==> src/rtl/uart_reg_responder.sv <==
// Byte-command responder for a UART host link: decodes write (0x57) / read (0x52) commands
// into an 8-bit register file and returns one response byte per command. Macro: UART_RESP_CHECKSUM_EN.
module uart_reg_responder #(
  parameter int unsigned ADDR_WIDTH     = 3,
  parameter int unsigned TIMEOUT_CYCLES = 100_000
) (
  input  logic                             clk_i,
  input  logic                             reset_i,
  input  logic [7:0]                       rx_data_i,
  input  logic                             rx_ready_i,
  output logic                             tx_start_o,
  output logic [7:0]                       tx_data_o,
  input  logic                             tx_busy_i,
  output logic [8*(1 << ADDR_WIDTH)-1:0]   regs_o,
  output logic                             cmd_error_o,
  output logic                             overrun_o
);

  localparam int unsigned NUM_REGS = 1 << ADDR_WIDTH;
  localparam int unsigned TMO_W    = (TIMEOUT_CYCLES > 2) ? $clog2(TIMEOUT_CYCLES) : 1;
  localparam logic [TMO_W-1:0] TMO_LAST = TMO_W'(TIMEOUT_CYCLES - 1);

  localparam logic [7:0] OP_WRITE = 8'h57;
  localparam logic [7:0] OP_READ  = 8'h52;
  localparam logic [7:0] RSP_ACK  = 8'h06;
  localparam logic [7:0] RSP_NAK  = 8'h15;

  // States with bit 2 set are the non-accepting response phase.
  localparam logic [2:0] S_IDLE     = 3'd0;
  localparam logic [2:0] S_GET_ADDR = 3'd1;
  localparam logic [2:0] S_GET_DATA = 3'd2;
`ifdef UART_RESP_CHECKSUM_EN
  localparam logic [2:0] S_GET_SUM  = 3'd3;
`endif
  localparam logic [2:0] S_EXEC     = 3'd4;
  localparam logic [2:0] S_SEND     = 3'd5;
  localparam logic [2:0] S_WAIT_HI  = 3'd6;
  localparam logic [2:0] S_WAIT_LO  = 3'd7;

  logic [2:0]                 state_q, state_d;
  logic                       is_wr_q, is_wr_d;
  logic [7:0]                 addr_q, addr_d;
  logic [7:0]                 data_q, data_d;
  logic                       nak_q, nak_d;
  logic [TMO_W-1:0]           tmo_q, tmo_d;
  logic [NUM_REGS-1:0][7:0]   regs_q, regs_d;
  logic [7:0]                 tx_data_q, tx_data_d;
  logic                       tx_start_q, tx_start_d;
  logic                       cmd_error_q, cmd_error_d;
  logic                       overrun_q, overrun_d;
`ifdef UART_RESP_CHECKSUM_EN
  logic [7:0]                 sum_q, sum_d;
`endif
  logic                       in_get_c;

  function automatic logic addr_ok(input logic [7:0] a);
    return 32'(a) < NUM_REGS;
  endfunction

  assign in_get_c = (state_q == S_GET_ADDR) || (state_q == S_GET_DATA)
`ifdef UART_RESP_CHECKSUM_EN
                    || (state_q == S_GET_SUM)
`endif
                    ;

  // Next-state and datapath decode.
  always_comb begin
    state_d     = state_q;
    is_wr_d     = is_wr_q;
    addr_d      = addr_q;
    data_d      = data_q;
    nak_d       = nak_q;
    tmo_d       = '0;
    regs_d      = regs_q;
    tx_data_d   = tx_data_q;
    tx_start_d  = 1'b0;
    cmd_error_d = 1'b0;
    overrun_d   = overrun_q;
`ifdef UART_RESP_CHECKSUM_EN
    sum_d       = sum_q;
`endif

    case (state_q)
      S_IDLE: begin
        if (rx_ready_i) begin
`ifdef UART_RESP_CHECKSUM_EN
          sum_d = rx_data_i;
`endif
          if (rx_data_i == OP_WRITE || rx_data_i == OP_READ) begin
            is_wr_d = (rx_data_i == OP_WRITE);
            nak_d   = 1'b0;
            state_d = S_GET_ADDR;
          end else begin
            nak_d       = 1'b1;
            cmd_error_d = 1'b1;
            state_d     = S_EXEC;
          end
        end
      end

      S_GET_ADDR: begin
        if (rx_ready_i) begin
          addr_d = rx_data_i;
`ifdef UART_RESP_CHECKSUM_EN
          sum_d  = sum_q ^ rx_data_i;
          state_d = is_wr_q ? S_GET_DATA : S_GET_SUM;
`else
          if (is_wr_q) begin
            state_d = S_GET_DATA;
          end else begin
            nak_d       = !addr_ok(rx_data_i);
            cmd_error_d = nak_d;
            state_d     = S_EXEC;
          end
`endif
        end
      end

      S_GET_DATA: begin
        if (rx_ready_i) begin
          data_d = rx_data_i;
`ifdef UART_RESP_CHECKSUM_EN
          sum_d   = sum_q ^ rx_data_i;
          state_d = S_GET_SUM;
`else
          nak_d       = !addr_ok(addr_q);
          cmd_error_d = nak_d;
          state_d     = S_EXEC;
`endif
        end
      end

`ifdef UART_RESP_CHECKSUM_EN
      S_GET_SUM: begin
        if (rx_ready_i) begin
          nak_d       = !addr_ok(addr_q) || (rx_data_i != sum_q);
          cmd_error_d = nak_d;
          state_d     = S_EXEC;
        end
      end
`endif

      S_EXEC: begin
        if (is_wr_q && !nak_q) begin
          regs_d[addr_q[ADDR_WIDTH-1:0]] = data_q;
        end
        if (nak_q) begin
          tx_data_d = RSP_NAK;
        end else if (is_wr_q) begin
          tx_data_d = RSP_ACK;
        end else begin
          tx_data_d = regs_q[addr_q[ADDR_WIDTH-1:0]];
        end
        tx_start_d = !tx_busy_i;
        state_d    = S_SEND;
      end

      // tx_start_q high means the single request pulse is on the wire this cycle.
      S_SEND: begin
        if (tx_start_q) begin
          state_d = S_WAIT_HI;
        end else if (!tx_busy_i) begin
          tx_start_d = 1'b1;
        end
      end

      S_WAIT_HI: begin
        if (tx_busy_i) begin
          state_d = S_WAIT_LO;
        end
      end

      S_WAIT_LO: begin
        if (!tx_busy_i) begin
          state_d = S_IDLE;
        end
      end

      default: state_d = S_IDLE;
    endcase

    // Inter-byte timeout: abandon the command silently apart from the error pulse.
    if (in_get_c && !rx_ready_i) begin
      if (tmo_q == TMO_LAST) begin
        cmd_error_d = 1'b1;
        state_d     = S_IDLE;
      end else begin
        tmo_d = tmo_q + TMO_W'(1);
      end
    end

    if (rx_ready_i && state_q[2]) begin
      overrun_d = 1'b1;
    end
  end

  always_ff @(posedge clk_i) begin
    if (reset_i) begin
      state_q     <= S_IDLE;
      is_wr_q     <= 1'b0;
      addr_q      <= '0;
      data_q      <= '0;
      nak_q       <= 1'b0;
      tmo_q       <= '0;
      regs_q      <= '0;
      tx_data_q   <= '0;
      tx_start_q  <= 1'b0;
      cmd_error_q <= 1'b0;
      overrun_q   <= 1'b0;
`ifdef UART_RESP_CHECKSUM_EN
      sum_q       <= '0;
`endif
    end else begin
      state_q     <= state_d;
      is_wr_q     <= is_wr_d;
      addr_q      <= addr_d;
      data_q      <= data_d;
      nak_q       <= nak_d;
      tmo_q       <= tmo_d;
      regs_q      <= regs_d;
      tx_data_q   <= tx_data_d;
      tx_start_q  <= tx_start_d;
      cmd_error_q <= cmd_error_d;
      overrun_q   <= overrun_d;
`ifdef UART_RESP_CHECKSUM_EN
      sum_q       <= sum_d;
`endif
    end
  end

  assign tx_start_o  = tx_start_q;
  assign tx_data_o   = tx_data_q;
  assign regs_o      = regs_q;
  assign cmd_error_o = cmd_error_q;
  assign overrun_o   = overrun_q;

endmodule

==> config.mk <==
export PLATFORM = sky130hd
export DESIGN_NAME = uart_reg_responder
export DESIGN_NICKNAME = d
export VERILOG_FILES = /design/src/rtl/uart_reg_responder.sv
export SDC_FILE = /design/constraint.sdc
export NUM_CORES = 1
export LEC_CHECK = 0
export CAP_MARGIN = 20
export CORE_MARGIN = 2
export CORE_UTILIZATION = 48
export CTS_CLUSTER_DIAMETER = 150
export DETAILED_ROUTE_END_ITERATION = 10
export GPL_TIMING_DRIVEN = 1
export PLACE_DENSITY = 0.76
export SLEW_MARGIN = 20
export SYNTH_ARGS = -nofsm -noshare
export SYNTH_HDL_FRONTEND = slang
export SYNTH_SLANG_ARGS = --single-unit
==> constraint.sdc <==
create_clock -name clk_i -period 1.9 [get_ports clk_i]
set_input_delay 0.19 -clock clk_i [delete_from_list [all_inputs] [get_ports clk_i]]
set_output_delay 0.19 -clock clk_i [all_outputs]
set_load 0.01 [all_outputs]
### Yosys cells after proc, flatten, opt, wreduce, memory -nomap -nowiden

Index checks and enable logic that the tools add are counted.

* input bits: 12
* memory bits (read-only): 0
* memories: 0
* bits in registers: 113
* word-level logic and storage cells: 90
* latch bits: 0
* RAM bits: 0

* bitwise logic cells: 1
* divide/modulo/power cells: 0
* add/subtract/negate cells: 1
* multiply operators: 0
* eq/ne operators: 13
* shift operators: 0
* multiplexer cells: 34
* reductions and logical operators: 19
* magnitude comparators: 4

Operators with widths (count)
* bitwise mux 64 bit: 1
* 2-to-1 mux 8 bit: 4
* 2-to-1 mux 3 bit: 10
* binary-select mux 8 bit (select 3 bit): 1
* demux 8 bit (select 3 bit): 1
* one-hot mux 3 bit (7 select lines): 1
* adder 17 x 1 -> 17 bit (second input constant): 1
* equality test 17 bit (second input constant): 1
* equality test 8 x 7 -> 1 bit (second input constant): 2
* < comparator 8 x 4 -> 1 bit (second input constant): 2
* 2-to-1 mux 1 bit: 13
* equality test 3 bit (second input constant): 4
* inequality test 2 bit (second input constant): 4
* one-hot mux 1 bit (3 select lines): 2
* AND reduction 2 bit: 3
* zero test 1 bit: 5
* AND reduction 5 bit: 1
* logical AND 1 bit: 4
* < comparator 3 x 4 -> 1 bit (second input constant): 1
* equality test 3 x 1 -> 1 bit (second input constant): 1
* equality test 3 x 2 -> 1 bit (second input constant): 1
* >= comparator 3 x 1 -> 1 bit (second input constant): 1
* zero test 3 bit: 1
* AND reduction 3 bit: 1
* 5 further kinds: 6

### Longest topological paths before layout

Gate-level depths: netlist of the first run.

* word-level depth: 7
* mapped depth: 8

### Least setup slack after synthesis of the first run

Ideal clock, no wire load.

* kind: register to register
* start: reg state_q[1]
* end: reg regs_q (netlist bit regs_o[56])
* cell stages (with the launch flop): 8
* arrival time: 1.879 ns
* path buffers: 3
* path slack: -0.107 ns
* period minus slack after synthesis: 2.007 ns
* required time: 1.772 ns
* path through: dfxtp_1 > buf_6 > or4b_1 > buf_2 > or4_1 > buf_2 > mux2i_1 > nor2_1

* word-level cells in the longest chain between the ends: 2

RTL lines
* start: declaration: RTL line 40 `logic [2:0] state_q, state_d;`
* start signal: assignment: RTL line 214 `state_q <= state_d;`
* equality test 3 bit: RTL line 83 `case (state_q)`
* AND reduction 2 bit (no line)
* end signal: assignment: RTL line 220 `regs_q <= regs_d;`
* end: declaration: RTL line 46 `logic [NUM_REGS-1:0][7:0] regs_q, regs_d;`

No other way between the ends.
A chain may end at the register's enable or synchronous reset.

### Final worst setup path of the first run

* start: reg nak_q
* end: reg regs_q (netlist bit regs_o[60])

* word-level cells in the longest chain between the ends: 3

RTL lines
* start: declaration: RTL line 44 `logic nak_q, nak_d;`
* start signal: assignment: RTL line 218 `nak_q <= nak_d;`
* zero test 1 bit: RTL line 144 `if (is_wr_q && !nak_q) begin`
* logical AND 1 bit: RTL line 144
* AND reduction 2 bit (no line)

No other way between the ends.

==> parameters.txt, run 1 <==
Parameter                              Value

Timing
  RSZ-0062 raised after global routing    false
  Tcrit/Tclk final    97.1%
  Least-Margin Pin Slew    0.501 ns
  Final hold violation count    0
  Final setup fails    0
  PnR worst setup slack    0.0558 ns
  Timing-limited maximum frequency    542 MHz
  Total negative slack    0 ns
  Number of max-slew violations in the final report    0
  Final Skew    0.0119 ns
  Post-layout minimum cycle time    1.84 ns
  Headroom to the max-slew limit    66.5%

Detailed routing
  Vias per Instance    5.70
  Drt first-iter violations    286
  ANT nets after route    0
  Number of search-and-repair iterations in the first detailed-routing pass    6
  Post-DR wirelength/cell    17.8 um
  Vias post-DR    4522
  Detailed-route wire length    14200 um
  DRC Markers    0

Clocking
  Buffer depth of the longest clock path    2
  Hold Buf Count CTS    0
  CTS H-Tree Depth    4
  Clk_lat worst skew    0.52 ns
  Clk slew on worst S/H paths    0.06 ns
  Number of buffers inserted during clock tree synthesis    17
  CTS sink count    113
  TritonCTS clock tree    yes
  # Post-CTS Setup Buffers    0
  Root cell of the clock tree    sky130_fd_sc_hd__clkbuf_8

Placed design
  Total half-perimeter wirelength after legalization and detailed placement    9760 um
  Final weighted congestion in routability-driven placement    0.875
  Worst Setup Slack post-DPL    -0.0574 ns
  IO Port Bufs    86
  Post-placement cell count    762

Pwr
  Internal cell power    0.00499 W
  Switching part of the total power    20.4%
  Maximum vdd ir drop    0.582 mV
  P_sw    0.00128 W
  Leakage component of the power    2.93 nW
  Relative contribution of the clock network to total power    56.1%
  Pwr Density    902 nW/um^2
  Fraction of power consumed by combinational cells    5.4%
  Power share of the sequential group    38.5%

Critical path
  Worst Path Buf+Inv    1
  Depth of the worst register-to-register path    5
  Worst stage delay on the critical path    0.54 ns
  Crit path required time    2.29 ns
  Family with the most delay on the worst path    simple AND/OR/NAND/NOR gates
  Kind of start point of the critical path    flip-flop
  CP max-delay cell    sky130_fd_sc_hd__or4b_4
  Critical path data arrival time    2.23 ns
  Number of cells on the critical path    5
  Largest fanout on the critical path    2
  Category of the worst setup path capture point    flip-flop
  Critical Path, Cell by Cell    or4b_4 -> or4_4 -> buf_4 -> mux2i_1 -> nor2_1
  Critical Setup Path Class    reg2reg

Global route
  Grt total ovfl    0
  Wire length of the first global-routing pass    22600 um
  Via count of the first global-routing pass    4294
  All-layer global routing usage    25.6%
  Antenna violations before repair    0
  Maximum number of pins on one net before global-route repair    35

Synth
  Async SR Flop Fraction    0%
  XOR/XNOR share of the synthesized area    2.59%
  Cell variety after synth    51
  Top-area cell type share of the netlist area    44.6%
  Basic-gate share of the synthesized area counting and, or, nand and nor cells    20.2%
  Cell Area, Synth    5070 um^2
  Syn_nets    553
  Register bit total from synthesis    113
  Prevailing post-synth register cell    sky130_fd_sc_hd__dfxtp_1
  Arithmetic-cell share of the synthesized area counting full adders, half adders and majority gates    0.247%
  Post-synthesis sequential area ratio    44.6%
  Gate count after technology mapping    540
  Cell type with the largest total area after synthesis    sky130_fd_sc_hd__dfxtp_1
  Number of flops mapped to enable cells by yosys    0
  Compound-cell area share of the yosys netlist    7.50%
  Mux cell area share after synthesis    20.7%
  Dominant combinational cell family by area after synthesis    multiplexers
  Cell types occupying the most area after synthesis    sky130_fd_sc_hd__dfxtp_1, sky130_fd_sc_hd__mux2i_1, sky130_fd_sc_hd__nor2_1, sky130_fd_sc_hd__clkbuf_1, sky130_fd_sc_hd__xor2_1
  Avg Synthesized Cell Area    9.40 um^2
  Syn. warnings    0

Final layout
  Final-stage net count    658
  Post-route insts no fill    794
  Most common cell after layout, fill and taps aside    sky130_fd_sc_hd__dfxtp_1
  Inserted Diodes    0
  Leading cell types in the layout, fill and taps excluded    sky130_fd_sc_hd__dfxtp_1, sky130_fd_sc_hd__nor2_1, sky130_fd_sc_hd__mux2i_1
  Fraction of final layout cells with drive strength greater than 1    15.5%
  Post-synthesis to final-layout area growth    37.0%

Job
  Max-cap violations    0

Floorplanning
  Number of core rows    37
  Chip width    107 um
  Effective utilization at floorplan    49.4%
  Boundary pin count    87
  Std-Cell Core Area    10300 um^2
  Die area    11400 um^2
  Vertical die dimension    107 um

Worst hold path
  Hold path depth    2
  Type of the most critical hold path    in2reg

Status
  Result of the run    finished clean
sequential cells by signal (all words and copies together) (netlist names):
signal       flops
tx_start_o       1
is_wr_q          1
overrun_o        1
state_q          3
tmo_q           17
nak_q            1
data_q           8
cmd_error_o      1
tx_data_o        8
regs_o          64
addr_q           8
logic make-up after synthesis:
group,after synthesis
compound gates,58
buf+inv,53
simple gates,201
xor+xnor,15
fa+ha+maj,1
mux,99
flops,113
per-layer routing:
| layer | part of all wire (%) | vias to the layer above | GRT usage, % |
|---|---|---|---|
| li1 | - | 2110 | - |
| met1 | 43 | 2205 | 33.7 |
| met2 | 49 | 177 | 41.0 |
| met3 | 6.3 | 30 | 5.71 |
| met4 | 2.3 | 0 | 10.0 |
| met5 | 0 | - | 0 |
area by class of cell:
cell class                      count  area, um^2
Fill cell                         786        3320
Multi-Input combinational cell    374        2620
Sequential cell                   113        2260
Timing Repair Buffer              129        1210
Clock buffer                       21         449
Clock inverter                     11         208
Tap cell                          136         170
Inverter                           10        37.5
through the flow:
step | hold WS (ns) | utilization (%) | total power (W) | cell area, um^2
floorplan | 0.268 | - | 0.00265 | 5080
global route | 0.0496 | 67.7 | 0.00645 | 6950
finish | 0.0615 | 67.7 | 0.00627 | 6950
detailed placement | 0.462 | 61.1 | 0.00279 | 6280
global placement | 0.436 | 61.1 | 0.00278 | 6280
CTS | 0.0488 | 67.5 | 0.00629 | 6940
cells in the mapped netlist (3+ instances only):
library cell and number:
sky130_fd_sc_hd__mux4_2 4, sky130_fd_sc_hd__xnor2_1 3, sky130_fd_sc_hd__nor2_1 110, sky130_fd_sc_hd__nand4_1 6
sky130_fd_sc_hd__or3_1 3, sky130_fd_sc_hd__inv_1 10, sky130_fd_sc_hd__nand3b_1 6, sky130_fd_sc_hd__xor2_1 12
sky130_fd_sc_hd__o211ai_1 5, sky130_fd_sc_hd__and4_1 4, sky130_fd_sc_hd__nand3_1 15, sky130_fd_sc_hd__nor2b_1 3
sky130_fd_sc_hd__mux2_2 8, sky130_fd_sc_hd__nand2b_1 3, sky130_fd_sc_hd__mux2i_1 87, sky130_fd_sc_hd__buf_1 6
sky130_fd_sc_hd__nor3b_1 4, sky130_fd_sc_hd__a21oi_1 18, sky130_fd_sc_hd__and3_1 9, sky130_fd_sc_hd__nand4_2 6
sky130_fd_sc_hd__clkbuf_1 34, sky130_fd_sc_hd__nor3_1 8, sky130_fd_sc_hd__dfxtp_1 113, sky130_fd_sc_hd__nand2_1 13
sky130_fd_sc_hd__o21ai_0 14
path summary, 6_finish.rpt:
kind	start	slack (ns)	end
max reg2reg	nak_q$_SDFFE_PP0P_	0.06	regs_o[60]$_SDFFE_PP0P_
min	reset_i	0.06	regs_o[31]$_SDFFE_PP0P_
max	nak_q$_SDFFE_PP0P_	0.06	regs_o[60]$_SDFFE_PP0P_
min reg2reg	tmo_q[0]$_SDFF_PP0_	0.46	tmo_q[0]$_SDFF_PP0_
power by group through the flow:
stage | Sequential [W] | Combinational [W] | Clock, W
6_report | 0.00242 | 0.000339 | 0.00352
5_1_grt | 0.00242 | 0.000363 | 0.00367
4_1_cts | 0.00242 | 0.000331 | 0.00354
3_5_place_dp | 0.00246 | 0.000325 | 0
3_3_place_gp | 0.00246 | 0.000319 | 0
2_1_floorplan | 0.00247 | 0.000177 | 0
repair_timing:
item / 4_1_cts / 5_1_grt
endpoints found under the setup margin: 2 / 27
gates resized for setup: 3 / 5
pin swaps: 0 / 1
Note: power is estimated with default switching activity, not from simulation.
==> run 2, diff against run 1 <==
--- a/config.mk
+++ b/config.mk
@@ -12,6 +12,7 @@
 export DETAILED_ROUTE_END_ITERATION = 10
 export GPL_TIMING_DRIVEN = 1
 export PLACE_DENSITY = 0.76
+export SETUP_SLACK_MARGIN = 0.1
 export SLEW_MARGIN = 20
 export SYNTH_ARGS = -nofsm -noshare
 export SYNTH_HDL_FRONTEND = slang
==> run 2 against run 1 <==
Compared with the run above: setup slack gained 0.0047 ns; critical path depth stayed put; sequential power hardly changed; combinational power about the same; die area stayed put; register-to-register slack about the same; non-clock buffer count unchanged; via count up 0.33%; final cell count decreased by 0.13%; critical path type unchanged; critical endpoint is now regs_o[56]$_SDFFE_PP0P_; largest cell class unchanged; highest routed layer unchanged.
==> parameters.txt, run 2 (synthesized netlist as in run 1, its figures left out) <==
Parameter                              Value

Status
  Result of the run    finished clean

Placed design
  Total half-perimeter wirelength after legalization and detailed placement    9660 um (-1.0%)
  Post-placement cell count    761 (-0.13%)
  Final weighted congestion in routability-driven placement    0.889 (+1.6%)
  Placed cell area    6300 um^2 (+0.32%)
  IO Port Bufs    86 (unchanged)
  Worst Setup Slack post-DPL    0.0190 ns (+0.0764 ns)

Clocking
  TritonCTS clock tree    yes
  Number of buffers inserted during clock tree synthesis    17 (unchanged)
  Clk slew on worst S/H paths    0.06 ns (about the same)
  CTS sink count    113 (unchanged)
  Root cell of the clock tree    sky130_fd_sc_hd__clkbuf_8
  Buffer depth of the longest clock path    2 (unchanged)
  # Post-CTS Setup Buffers    0 (unchanged)
  Clk_lat worst skew    0.52 ns (about the same)
  CTS H-Tree Depth    4 (unchanged)

Detailed routing
  Detailed-route wire length    14400 um (+1.8%)
  Vias per Instance    5.72 (+0.46%)
  ANT nets after route    0 (unchanged)
  Number of search-and-repair iterations in the first detailed-routing pass    5 (-1)
  DRC Markers    0 (unchanged)
  Drt first-iter violations    338 (+18%)
  Post-DR wirelength/cell    18.2 um (+1.9%)
  Vias post-DR    4537 (+0.33%)

Timing
  Number of max-slew violations in the final report    0 (unchanged)
  Timing-limited maximum frequency    544 MHz (+0.26%)
  Least-Margin Pin Slew    0.554 ns (+0.0534 ns)
  Total negative slack    0 ns (unchanged)
  Tcrit/Tclk final    96.8% (-0.25 points)
  Post-layout minimum cycle time    1.84 ns (-0.00473 ns)
  Final Skew    0.0115 ns (-0.000388 ns)
  Headroom to the max-slew limit    62.6% (-3.9 points)
  Final setup fails    0 (unchanged)
  Final hold violation count    0 (unchanged)
  RSZ-0062 raised after global routing    true
  PnR worst setup slack    0.0605 ns (+0.00473 ns)

Global route
  Via count of the first global-routing pass    4464 (+4.0%)
  Antenna violations before repair    0 (unchanged)
  Grt total ovfl    0 (unchanged)
  Wire length of the first global-routing pass    22600 um (+0.19%)
  Maximum number of pins on one net before global-route repair    44 (+26%)
  All-layer global routing usage    25.6% (-0.032 points)

Pwr
  Fraction of power consumed by combinational cells    5.6% (+0.2 points)
  Internal cell power    0.00483 W (-3.3%)
  Leakage component of the power    2.93 nW (about the same)
  Power share of the sequential group    39.4% (+0.9 points)
  Relative contribution of the clock network to total power    55.0% (-1.1 points)
  Maximum vdd ir drop    0.512 mV (-12%)
  Switching part of the total power    21.3% (+0.84 points)
  Pwr Density    877 nW/um^2 (-2.8%)
  P_sw    0.00130 W (+1.8%)

Critical path
  Worst reg-to-reg setup slack    0.06 ns (about the same)
  Critical path data arrival time    2.23 ns (about the same)
  Depth of the worst register-to-register path    5 (unchanged)
  Crit path required time    2.29 ns (about the same)
  Largest fanout on the critical path    8 (+6)
  Critical Setup Path Class    reg2reg
  Capture point of the critical path    regs_o[56]$_SDFFE_PP0P_
  Reg-to-reg endpoint    regs_o[56]$_SDFFE_PP0P_
  Category of the worst setup path capture point    flip-flop
  Kind of start point of the critical path    flip-flop
  Startpoint of the worst setup timing path    state_q[0]$_SDFF_PP0_
  Critical R2R Launch    state_q[0]$_SDFF_PP0_

Final layout
  Inserted Diodes    0 (unchanged)
  Final-stage net count    658 (unchanged)
  Post-route insts no fill    793 (-0.13%)
  Max FFs per register    64 (unchanged)
  Most common cell after layout, fill and taps aside    sky130_fd_sc_hd__dfxtp_1
  Final design utilization    68.0% (+0.39 points)
  Leading cell types in the layout, fill and taps excluded    sky130_fd_sc_hd__dfxtp_1, sky130_fd_sc_hd__nor2_1, sky130_fd_sc_hd__mux2i_1
  Fraction of final layout cells with drive strength greater than 1    16.0% (+0.48 points)
  Post-synthesis to final-layout area growth    37.8%
  Area of all placed cells without fillers    6990 um^2 (+0.58%)

Floorplanning
  Die area    11400 um^2 (unchanged)
  Effective utilization at floorplan    49.4% (unchanged)
  Number of core rows    37 (unchanged)
  Vertical die dimension    107 um (unchanged)
  Boundary pin count    87 (unchanged)
  Chip width    107 um (unchanged)
  Std-Cell Core Area    10300 um^2 (unchanged)

Worst hold path
  Type of the most critical hold path    in2reg

Job
  Max-cap violations    0 (unchanged)
run 2: worst min path at each step:
stage                         from               endpoint  cells after the start
6_report                 tx_busy_i  tx_start_o$_SDFF_PP0_                      2
5_1_grt                  tx_busy_i  tx_start_o$_SDFF_PP0_                      2
4_1_cts                  tx_busy_i  tx_start_o$_SDFF_PP0_                      2
3_5_place_dp   tmo_q[0]$_SDFF_PP0_    tmo_q[0]$_SDFF_PP0_                      1
3_3_place_gp   tmo_q[0]$_SDFF_PP0_    tmo_q[0]$_SDFF_PP0_                      1
2_1_floorplan            tx_busy_i  tx_start_o$_SDFF_PP0_                      1
run 2: area by class of cell:
class | instances | area, um^2
tap | 136 | 170
sequential | 113 | 2270
fill | 789 | 3280
clock buffer | 21 | 439
clock inverter | 10 | 184
timing repair buffer | 129 | 1250
multi-input combinational | 374 | 2650
inverter | 10 | 37.5
run 2: what timing repair did:
action,CTS,global route
endpoints found under the setup margin,32,51
hold buffers,1,0
gates resized for setup,9,9
pin swaps,4,0
hold endpoints to repair,1,0
gates cloned,0,0
run 2: critical path: stages, from the launching register on:
cell,delay (ns)
sky130_fd_sc_hd__dfxtp_1,0.31
sky130_fd_sc_hd__or4b_4,0.53
sky130_fd_sc_hd__or4_4,0.43
sky130_fd_sc_hd__buf_8,0.17
sky130_fd_sc_hd__mux2i_1,0.21
sky130_fd_sc_hd__nor2_1,0.06
run 2: power by group through the flow:
stage / Clock, W / Sequential, W / Combinational (W)
finish: 0.00337 / 0.00242 / 0.000342
global route: 0.00349 / 0.00242 / 0.000369
detailed placement: 0 / 0.00246 / 0.000324
floorplan: 0 / 0.00247 / 0.000178
global placement: 0 / 0.00246 / 0.000317
CTS: 0.00339 / 0.00241 / 0.000332
run 2: through the flow:
stage	total power [W]	hold WS, ns
finish	0.00613	0.317
global route	0.00628	0.318
CTS	0.00613	0.302
detailed placement	0.00279	0.452
global placement	0.00278	0.442
floorplan	0.00265	0.268
run 2: per-layer routing:
metal	up-vias	part of all wire, %	GRT usage [%]
li1	2112	-	-
met1	2213	43	32.3
met2	181	49	41.9
met3	31	5.6	6.75
met4	0	1.6	9.55
met5	-	0	0
==> run 3, diff against run 2 <==
--- a/config.mk
+++ b/config.mk
@@ -11,7 +11,7 @@
 export CTS_CLUSTER_DIAMETER = 150
 export DETAILED_ROUTE_END_ITERATION = 10
 export GPL_TIMING_DRIVEN = 1
-export PLACE_DENSITY = 0.76
+export PLACE_DENSITY = 0.77
 export SETUP_SLACK_MARGIN = 0.1
 export SLEW_MARGIN = 20
 export SYNTH_ARGS = -nofsm -noshare
==> run 3 against run 2 <==
Compared with the run above: global-route usage shrank 0.13 points; clock-buffer cell count is the same; clock skew shrank 0.0015 ns; register-to-register slack gained 0.05 ns; utilization shrank 0.89 points; sequential power is essentially flat; largest power group unchanged; final cell count shrank 0.13%; fmax grew 2.7%; sequential share of layout area grew 0.47 points; critical path type unchanged; die area is the same; power shrank 5.8%; cell area shrank 1.3%.
==> parameters.txt, run 3 (synthesized netlist as in run 1, its figures left out) <==
Parameter                              Value

Status
  Result of the run    finished clean

Clocking
  CTS H-Tree Depth    4 (unchanged)
  Root cell of the clock tree    sky130_fd_sc_hd__clkbuf_8
  Clk_lat worst skew    0.52 ns (about the same)
  CTS sink count    113 (unchanged)
  Buffer depth of the longest clock path    2 (unchanged)
  Number of buffers inserted during clock tree synthesis    17 (unchanged)
  TritonCTS clock tree    yes
  Clk slew on worst S/H paths    0.06 ns (about the same)

Worst hold path
  Hold path depth    2 (unchanged)
  Type of the most critical hold path    in2reg

Global route
  Antenna violations before repair    0 (unchanged)
  All-layer global routing usage    25.4% (-0.13 points)
  Via count of the first global-routing pass    4333 (-2.9%)
  Wire length of the first global-routing pass    22400 um (-1.2%)
  Grt total ovfl    0 (unchanged)
  Maximum number of pins on one net before global-route repair    43 (-2.3%)

Detailed routing
  Vias post-DR    4482 (-1.2%)
  Drt first-iter violations    322 (-4.7%)
  Number of search-and-repair iterations in the first detailed-routing pass    6 (+1)
  ANT nets after route    0 (unchanged)
  DRC Markers    0 (unchanged)
  Vias per Instance    5.66 (-1.1%)
  Post-DR wirelength/cell    18.2 um (+0.29%)
  Detailed-route wire length    14400 um (+0.17%)

Floorplanning
  Effective utilization at floorplan    49.4% (unchanged)
  Chip width    107 um (unchanged)
  Std-Cell Core Area    10300 um^2 (unchanged)
  Die area    11400 um^2 (unchanged)
  Vertical die dimension    107 um (unchanged)
  Boundary pin count    87 (unchanged)
  Number of core rows    37 (unchanged)

Critical path
  Critical Path, Cell by Cell    or4b_4 -> buf_6 -> nor4_4 -> buf_6 -> mux2i_2 -> nor2_1
  Kind of start point of the critical path    flip-flop
  CP max-delay cell    sky130_fd_sc_hd__or4b_4
  Worst stage delay on the critical path    0.54 ns (about the same)
  Largest fanout on the critical path    6 (-2)
  Depth of the worst register-to-register path    6 (+1)
  Family with the most delay on the worst path    simple AND/OR/NAND/NOR gates
  Category of the worst setup path capture point    flip-flop
  Worst Path Buf+Inv    2 (+1)
  Critical path data arrival time    2.19 ns (-0.04 ns)
  Crit-path most repeated cell    sky130_fd_sc_hd__buf_6
  Critical Setup Path Class    reg2reg
  Crit path required time    2.29 ns (about the same)
  Number of cells on the critical path    6 (+1)

Placed design
  Worst Setup Slack post-DPL    -0.152 ns (-0.171 ns)
  Placed cell area    6260 um^2 (-0.56%)
  Total half-perimeter wirelength after legalization and detailed placement    9590 um (-0.73%)
  IO Port Bufs    86 (unchanged)
  Final weighted congestion in routability-driven placement    0.933 (+4.9%)

Timing
  RSZ-0062 raised after global routing    true
  PnR worst setup slack    0.108 ns (+0.0479 ns)
  Final setup fails    0 (unchanged)
  Post-layout minimum cycle time    1.79 ns (-0.0479 ns)
  Final hold violation count    0 (unchanged)
  Number of max-slew violations in the final report    0 (unchanged)
  Final Skew    0.0101 ns (-0.00145 ns)
  Tcrit/Tclk final    94.3% (-2.5 points)
  Timing-limited maximum frequency    558 MHz (+2.7%)
  Least-Margin Pin Slew    0.482 ns (-0.0725 ns)
  Headroom to the max-slew limit    67.9% (+5.3 points)

Final layout
  Area used by multi-input combinational logic    2640 um^2 (-0.38%)
  Max FFs per register    64 (unchanged)
  Area of all placed cells without fillers    6900 um^2 (-1.3%)
  Register area    2270 um^2 (+0.11%)
  Post-synthesis to final-layout area growth    36.0%
  Fraction of final layout cells with drive strength greater than 1    15.9% (-0.13 points)
  Filler cell count    823 (+4.3%)
  Inserted Diodes    0 (unchanged)
  Leading cell types in the layout, fill and taps excluded    sky130_fd_sc_hd__nor2_1, sky130_fd_sc_hd__dfxtp_1, sky130_fd_sc_hd__mux2i_1, sky130_fd_sc_hd__clkdlybuf4s50_1, sky130_fd_sc_hd__buf_4
  Final-stage net count    656 (-0.30%)

Pwr
  Maximum vdd ir drop    0.656 mV (+28%)
  Leakage component of the power    2.89 nW (-1.4%)
  Pwr Density    837 nW/um^2 (-4.5%)

Job
  Max-cap violations    0 (unchanged)
==> run 3: layout make-up <==
class	instances	area share, %
Tap cell	136	2.47
Sequential cell	113	32.9
Timing Repair Buffer	127	17.7
Clock buffer	21	6.51
Inverter	10	0.544
Multi-Input combinational cell	374	38.3
Clock inverter	11	1.63
==> run 3: worst paths after layout <==
path                               start  slack (ns)                      end
hold reg to reg   overrun_o$_SDFFE_PP0P_        0.49   overrun_o$_SDFFE_PP0P_
setup / recovery      nak_q$_SDFFE_PP0P_        0.11  regs_o[27]$_SDFFE_PP0P_
hold / removal                   reset_i        0.12   data_q[4]$_SDFFE_PP0P_
setup reg to reg      nak_q$_SDFFE_PP0P_        0.11  regs_o[27]$_SDFFE_PP0P_
==> run 3: timing repair <==
item / in CTS / in global routing
endpoints found under the setup margin: 18 / 32
cloned: 0 / 0
pin swaps: 2 / 4
endpoints found under the hold margin: 0 / 0
hold buffers: 0 / 0
setup buffers: 0 / 2
resized for setup: 12 / 6
==> run 3: power breakdown <==
part | switching (W) | internal [W]
registers | 0.0000196 | 0.00240
logic | 0.000195 | 0.000147
clock network | 0.00110 | 0.00192
==> run 3: metrics by stage <==
stage               instances  hold slack, ns  power [W]  setup TNS (ns)  util [%]
finish                    792           0.118    0.00578               0      67.2
global route              792           0.123    0.00593               0      67.2
CTS                       790           0.108    0.00576               0      66.8
detailed placement        758           0.474    0.00278          -0.152      60.9
global placement          758           0.440    0.00277          -0.130      60.9
floorplan                 540           0.268    0.00265           -1.19         -
==> run 3: worst reg2reg max path, cell delays in order, from the launching register on <==
cell	delay, ns
sky130_fd_sc_hd__dfxtp_2	0.32
sky130_fd_sc_hd__or4b_4	0.54
sky130_fd_sc_hd__buf_6	0.15
sky130_fd_sc_hd__nor4_4	0.17
sky130_fd_sc_hd__buf_6	0.19
sky130_fd_sc_hd__mux2i_2	0.23
sky130_fd_sc_hd__nor2_1	0.09
==> run 3: metal layers <==
layer | GRT usage, % | routed length (um)
met1 | 32.1 | 6080
met2 | 41.8 | 6960
met3 | 6.26 | 1080
met4 | 10.2 | 316
met5 | 0 | 0
